### config.mk
export PLATFORM = sky130hd
export DESIGN_NAME = gol_matrix_scan
export DESIGN_NICKNAME = d
export VERILOG_FILES = /design/src/rtl/gol_pkg.sv /design/src/rtl/gol_row_popcount.sv /design/src/rtl/gol_matrix_scan.sv
export SDC_FILE = /design/constraint.sdc
export NUM_CORES = 1
export LEC_CHECK = 0
export ABC_AREA = 0
export CAP_MARGIN = 25
export CORE_ASPECT_RATIO = 1.4
export CORE_MARGIN = 2
export CORE_UTILIZATION = 55
export DETAILED_ROUTE_END_ITERATION = 8
export GPL_ROUTABILITY_DRIVEN = 0
export HOLD_SLACK_MARGIN = 0.03
export PLACE_DENSITY = 0.79
export SLEW_MARGIN = 20
export SYNTH_ARGS = -nofsm -noshare
export SYNTH_HDL_FRONTEND = slang
export SYNTH_HIERARCHICAL = 1
export SYNTH_SLANG_ARGS = --single-unit
### constraint.sdc
create_clock -name i_clk -period 7.6 [get_ports i_clk]
set_clock_uncertainty 0.2 [all_clocks]
set_input_delay 1.52 -clock i_clk [delete_from_list [all_inputs] [get_ports i_clk]]
set_output_delay 1.52 -clock i_clk [all_outputs]
set_load 0.01 [all_outputs]
### src/rtl/gol_pkg.sv
// Shared definitions for the 8x8 toroidal Game of Life array
// and its display path.
package gol_pkg;

  localparam int unsigned GRID_SIZE = 8;
  localparam int unsigned CELLS     = GRID_SIZE * GRID_SIZE;

  typedef enum logic {
    BLANK = 1'b0,
    SHOW  = 1'b1
  } scan_state_t;

  // Flat bit position of cell (x,y): x is column, y is row.
  function automatic int unsigned cell_idx(
    input int unsigned x,
    input int unsigned y
  );
    return x + GRID_SIZE * y;
  endfunction

endpackage

### src/rtl/gol_row_popcount.sv
// Live-cell count of one display row.
// Purely combinational; feeds the frame population accumulator.
module gol_row_popcount (
  input  logic [7:0] i_bits,
  output logic [3:0] o_count
);

  // Sum the eight cell bits.
  always_comb begin
    o_count = '0;
    for (int i = 0; i < 8; i++) begin
      o_count = o_count + {3'b000, i_bits[i]};
    end
  end

endmodule

### src/rtl/gol_matrix_scan.sv
// Row-multiplexed LED matrix driver for the GoL array.
// Double-buffers generations so a frame never tears.
module gol_matrix_scan
  import gol_pkg::*;
#(
  parameter int ROW_CYCLES   = 1000,
  parameter int BLANK_CYCLES = 8,
  parameter bit ACTIVE_LOW   = 1'b0
) (
  input  logic        i_clk,
  input  logic        i_reset,
  input  logic [63:0] i_vals,
  input  logic        i_gen_valid,
  output logic [7:0]  o_row,
  output logic [7:0]  o_col,
  output logic        o_frame_done,
  output logic [6:0]  o_pop
);

  localparam int MAX_CYC =
    (ROW_CYCLES > BLANK_CYCLES) ? ROW_CYCLES : BLANK_CYCLES;
  localparam int CW =
    (MAX_CYC > 1) ? $clog2(MAX_CYC) : 1;
  localparam logic [CW-1:0] ROW_LAST   = CW'(ROW_CYCLES - 1);
  localparam logic [CW-1:0] BLANK_LAST = CW'(BLANK_CYCLES - 1);
  localparam logic [7:0]    INV        = {8{ACTIVE_LOW}};

  scan_state_t   state_q;
  scan_state_t   state_d;
  logic [2:0]    row_q;
  logic [2:0]    row_d;
  logic [CW-1:0] cnt_q;
  logic [CW-1:0] cnt_d;
  logic          boundary;

  logic [63:0]   pend_buf;
  logic          pend_flag;
  logic [63:0]   disp_buf;

  logic [7:0]    row_bits [GRID_SIZE];
  logic [3:0]    row_pc;
  logic          first_show;
  logic [6:0]    pop_acc;
  logic [6:0]    pop_sum;
  logic [7:0]    row_drv;
  logic [7:0]    col_drv;

  for (genvar g = 0; g < GRID_SIZE; g++) begin : g_rows
    assign row_bits[g] = disp_buf[cell_idx(0, g) +: 8];
  end

  gol_row_popcount u_pc (
    .i_bits  (row_bits[row_q]),
    .o_count (row_pc)
  );

  assign first_show = (state_q == SHOW) && (cnt_q == '0);
  assign pop_sum    = pop_acc
                    + (first_show ? {3'b000, row_pc} : 7'd0);

  // Scan sequencing: dwell counting, row advance, frame edge.
  always_comb begin
    state_d  = state_q;
    row_d    = row_q;
    cnt_d    = cnt_q + 1'b1;
    boundary = 1'b0;
    unique case (state_q)
      BLANK: begin
        if (cnt_q == BLANK_LAST) begin
          state_d = SHOW;
          cnt_d   = '0;
        end
      end
      SHOW: begin
        if (cnt_q == ROW_LAST) begin
          state_d  = BLANK;
          cnt_d    = '0;
          row_d    = row_q + 3'd1;
          boundary = (row_q == 3'd7);
        end
      end
    endcase
  end

  // Pin values for the upcoming cycle, so outputs are registered.
  always_comb begin
    row_drv = '0;
    col_drv = '0;
    if (state_d == SHOW) begin
      row_drv = 8'd1 << row_d;
      col_drv = row_bits[row_d];
    end
  end

  // Scan state and counters.
  always_ff @(posedge i_clk) begin
    if (i_reset) begin
      state_q <= BLANK;
      row_q   <= '0;
      cnt_q   <= '0;
    end else begin
      state_q <= state_d;
      row_q   <= row_d;
      cnt_q   <= cnt_d;
    end
  end

  // Pending capture and commit at the frame edge only.
  always_ff @(posedge i_clk) begin
    if (i_reset) begin
      pend_buf  <= '0;
      pend_flag <= 1'b0;
      disp_buf  <= '0;
    end else begin
      if (i_gen_valid) begin
        pend_buf  <= i_vals;
        pend_flag <= 1'b1;
      end else if (boundary) begin
        pend_flag <= 1'b0;
      end
      if (boundary && pend_flag) begin
        disp_buf <= pend_buf;
      end
    end
  end

  // Population accumulation and per-frame report.
  always_ff @(posedge i_clk) begin
    if (i_reset) begin
      pop_acc <= '0;
      o_pop   <= '0;
    end else if (boundary) begin
      o_pop   <= pop_sum;
      pop_acc <= '0;
    end else if (first_show) begin
      pop_acc <= pop_sum;
    end
  end

  // Registered pins, polarity applied here.
  always_ff @(posedge i_clk) begin
    if (i_reset) begin
      o_row        <= INV;
      o_col        <= INV;
      o_frame_done <= 1'b0;
    end else begin
      o_row        <= row_drv ^ INV;
      o_col        <= col_drv ^ INV;
      o_frame_done <= boundary;
    end
  end

endmodule

; After elaboration in Yosys (flattened, before gate mapping)
; Cells that the tools add are included.
[classes]
n_addsub = 10
n_lt_le_gt_ge = 2
eq_ne = 3
shifts = 1
muxes = 19
bitwise = 4
n_reduce_logical = 6
[ops]
columns = cell, count
row1 = $bmux W8 S3, 2
row2 = $mux W8, 4
row3 = $add A4 B1 Y4, 6
row4 = $mux W10, 2
row5 = $pmux W10 S2, 1
row6 = $add A10 B1 Y10 const B, 1
row7 = $eq A10 B10 Y1 const B, 1
row8 = $eq A10 B3 Y1 const B, 1
row9 = $logic_not A10 Y1, 1
row10 = $ge A4 B4 Y1 const B, 2
row11 = $not A3 Y4, 2
row12 = $shl A1 B3 Y8 const A, 1
row13 = $add A7 B4 Y7, 1
row14 = $mux W1, 6
row15 = $mux W3, 2
row16 = $mux W4, 1
row17 = $reduce_or A2 Y1, 2
row18 = $add A3 B1 Y3 const B, 1
row19 = $eq A3 B3 Y1 const B, 1
row20 = $add A1 B1 Y2, 1
row21 = $logic_and A1 B1 Y1, 2
row22 = $not A1 Y1, 2
row23 = $pmux W1 S2, 1
row24 = $reduce_bool A2 Y1, 1
[totals]
ff_bits = 174

; Logic depth before layout (Yosys ltp)
[depth]
ltp_word = 13
depth_mapped = 22
mapped_depth_nobuf = 20

; Modules after synthesis
; The synthesis kept the hierarchy.
[by_module_without_submodules]
columns = module, n_inst, cells_each, area_each_um2
row1 = gol_matrix_scan, 1, 761, 7226.9
row2 = gol_row_popcount, 1, 24, 190.2

; Least setup slack after synthesis
; No wires, ideal clock.
[synth_path]
kind = reg-to-reg
startpoint = register row_q[0]
endpoint = register o_pop[5]
setup_ns = 0.117
arrival_time_ns = 4.949
t_required_ns = 7.283
path_slack_ns = 2.335
path_stages_with_launch = 23
n_path_buf = 2
synth_period_minus_slack_ns = 5.265
cell_sequence = dfxtp_1 clkbuf_1 buf_2 mux4_2 mux2_2 inv_1 fa_1 fa_1 fa_1 inv_1 ha_1 inv_1 fa_1 inv_1 nand2_1 inv_1 ha_1 a21o_1 a21oi_1 nor2b_1 o21ai_0 xnor2_1 a22o_1
[synth_between]
elab_chain_cells = 13
elab_cells_between_ends = 16
classes_between = add/sub (8) / eq/ne (1) / mux (6) / bitwise (1)
[synth_lines]
columns = element, line
row1 = start: declaration, gol_matrix_scan.sv:30  ; logic [2:0] row_q;
row2 = start signal: assignment, gol_matrix_scan.sv:103  ; row_q <= row_d;
row3 = $not A3 Y4 (implied by the code) *, gol_matrix_scan.sv:53  ; .i_bits (row_bits[row_q]),
row4 = $bmux W8 S3 *, gol_matrix_scan.sv:53
row5 = $mux W8 (implied by the code) * (2 in a row), gol_matrix_scan.sv:53
row6 = $add A1 B1 Y2, gol_row_popcount.sv:12  ; o_count = o_count + {3'b000, i_bits[i]};
row7 = $add A4 B1 Y4 (5 in a row), gol_row_popcount.sv:12
row8 = $add A4 B1 Y4 *, gol_row_popcount.sv:12
row9 = net row_pc[1], gol_matrix_scan.sv:41  ; logic [3:0] row_pc;
row10 = $mux W4 *, gol_matrix_scan.sv:59  ; + (first_show ? {3'b000, row_pc} : 7'd0);
row11 = $add A7 B4 Y7 *, gol_matrix_scan.sv:59
row12 = end signal: assignment, gol_matrix_scan.sv:133  ; o_pop <= pop_sum;
row13 = end: declaration, gol_matrix_scan.sv:17  ; output logic [6:0] o_pop
; The timed path passes the listed nets; every way through them passes the cells marked *. The select of a mux whose other input is x is not followed.
; A chain may end at the register's enable or synchronous reset.

; Worst setup path after layout
[layout_path]
startpoint = register row_q[1]
endpoint = register o_pop[5]
; The elaborated chain is that of the path after synthesis.

==> impl_metrics.tcl <==
set metrics [dict create \
    vias 5861 \
    ys_ff_latch 174 \
    dp_hpwl_um 11800 \
    worstRegToRegCells 20 \
    wl_per_cell_um 16.4 \
    synthesis.instances 785 \
    htreeDepth 4 \
    setup_viol 0 \
    clk_pin_slew_ns 0.07 \
    maxSlewHeadroom_pct 33.9 \
    start_util_pct 55.9 \
    synthArstFlopShare_pct 0 \
    drt-initial-drc-count 420 \
    fp.dieH_um 141 \
    post_cts_buffers 0 \
    syn_area_um2 7420 \
    cts_buffers 17 \
    rsz0062_at_grt "no" \
    rows 50 \
    synth_top_area_share_pct 47.0 \
    die_w_um 102 \
    grt_usage_pct 24.2 \
    peakVddDrop_v 0.000158 \
    min_path_cells 1 \
    grt_overflow_total 0 \
    crit_type "register to register" \
    critPathMaxFanout 20 \
    cts_buffer_depth 2 \
    fmax_mhz 180 \
    cp.required_ns 7.71 \
    antenna_cells 0 \
    hold_class "register to register" \
    grt_pass1_vias 5764 \
    grt_pass1_wl_um 27800 \
    start_kind "register" \
    endpoint_kind "register" \
    nFillCells 1054 \
    final_common_cell "dfxtp_1" \
    core-area_um2 13300 \
    cts_resized 0 \
    syn-num-nets 868 \
    p_seq_share_pct 49.9 \
    power.leakage_nw 3.38 \
    syn_avg_cell_area_um2 9.45 \
    port_buffers 90 \
    final_cells 1042 \
    pin_count 91 \
    synth_top_cell_by_area "dfxtp_1" \
    arrival_ns 5.66 \
    drtPass1Iterations 7 \
    power.density_nw_per_um2 212 \
    p_clk_share_pct 45.2 \
    clockRootBuffer "clkbuf_16" \
    maxCapViolCount 0 \
    grt_max_degree 83 \
    ctsHoldBuffers 0 \
    clock_latency_ns 0.42 \
    p_int_w 0.00148 \
    crit_chain "mux4_2 -> mux2_2 -> inv_1 -> fa_1 -> fa_1 -> fa_1 -> inv_1 -> ha_1 -> inv_1 -> fa_1 -> inv_1 -> nand2_1 -> inv_1 -> ha_1 -> a21o_1 -> a21oi_1 -> nor2b_1 -> o21ai_0 -> xnor2_1 -> a22o_1" \
    synth_edf_count 0 \
    layout_common_cells "dfxtp_1, nand2_1, clkdlybuf4s50_1" \
    synthFlopType "dfxtp_1" \
    dieArea_um2 14400 \
    whs_ns 0.257 \
    vias_per_cell 5.62 \
    slew_violations 0 \
    place_inst 1008 \
    area_growth_pct 20.5 \
    ys_warn_count 6 \
    drc 0 \
    outcome "finished clean" \
    num-nets-final 930 \
    p_comb_share_pct 4.9 \
    synth_area_leaders "dfxtp_1, mux2i_1, nand2_1" \
    routed_wl_um 17100 \
    tightest_slew_ns 0.992 \
    crit_path_frequent_cell "inv_1" \
    cpPeakStageDelay_ns 0.88 \
    synth_cell_type_count 46 \
    hold_violations 0 \
    antenna_left 0 \
    swShare_pct 22.2 \
    p_sw_w 0.000422 \
    post-route-period-util_pct 72.9 \
    setup_tns_ns 0 \
    period_minus_slack_ns 5.54 \
    antenna_found_initial 0 \
    cts_tree "built" \
    seq_area_frac_synth_pct 47.0 \
    drive_above_1_share_pct 9.30 \
    critPathSlowestCell "dfxtp_1" \
    cts_sinks 174 \
]
[cells in the mapped netlist (all sizes together), types with 8 or more instances]
library cell and count:
a221oi 16, o22ai 8, nor2b 9, buf 25, xor2 10, ha 11
nor2 84, dfxtp 174, mux4 16, a21oi 70, o21ai 8, mux2 8
mux2i 67, clkbuf 28, nand2 150, inv 25, a22o 18
[registers in the layout (all words and copies together) (netlist names), 3 cells and up]
signal,cells
cnt_q,10
o_col,8
pop_acc,7
row_q,3
disp_buf,64
o_row,8
pend_buf,64
o_pop,7
[power groups by stage]
stage               Combinational, W  Sequential, W  Clock, W
detailed placement         0.0000937       0.000968         0
global route                0.000103       0.000949  0.000908
global placement           0.0000900       0.000967         0
finish                     0.0000936       0.000948  0.000857
floorplan                  0.0000513       0.000963         0
CTS                        0.0000940       0.000947  0.000866
[cells by family (layout without fill, tap and decap cells)]
| kind of cell | Yosys count | in the layout | synth area share [%] |
|---|---|---|---|
| AND/OR/NAND/NOR | 278 | 278 | 15.9 |
| flip-flops | 174 | 174 | 47.0 |
| AO/OA/AOI/OAI | 131 | 131 | 12.0 |
| multiplexers | 91 | 91 | 15.1 |
| buffers and inverters | 78 | 153 | 4.79 |
| XOR/XNOR | 17 | 17 | 2.01 |
| adder cells (fa/ha/maj) | 16 | 16 | 3.21 |
[through the flow]
step	util (%)	worst slack, ns	area (um2)	total power, W
finish	67.4	2.06	8940	0.00190
global route	67.4	1.89	8940	0.00196
CTS	67.1	2.14	8900	0.00191
detailed placement	62.7	2.14	8320	0.00106
global placement	62.7	2.35	8320	0.00106
floorplan	-	2.33	7420	0.00101
[routing by layer]
layer	vias up	share of wire (%)	GRT usage, %
li1	2809	-	-
met1	2808	40	29.0
met2	194	53	42.1
met3	50	4.4	4.63
met4	0	3.3	10.2
met5	-	0	0
[final timing paths]
| check | from | end | slack, ns |
|---|---|---|---|
| max | row_q[1] | o_pop[5] | 2.06 |
| min | cnt_q[0] | cnt_q[0] | 0.26 |
| max reg2reg | row_q[1] | o_pop[5] | 2.06 |
| min reg2reg | cnt_q[0] | cnt_q[0] | 0.26 |
[layout make-up]
cell class / instances / area (um2) / share of cell area (%)
Clock inverter: 15 / 159 / 1.78
Clock buffer: 17 / 425 / 4.76
Inverter: 25 / 93.8 / 1.05
Sequential cell: 174 / 3480 / 39.0
Tap cell: 182 / 228 / 2.55
Timing Repair Buffer: 96 / 966 / 10.8
Multi-Input combinational cell: 533 / 3580 / 40.1
[critical path, delay by kind of cell, from the launching register on]
kind,cells,cell delay [ns]
fa+ha+maj,6,2.24
flops,1,0.88
compound gates,4,0.80
mux,2,0.71
buf+inv,5,0.31
simple gates,2,0.20
xor+xnor,1,0.10
Power figures use the tool's default switching activity.
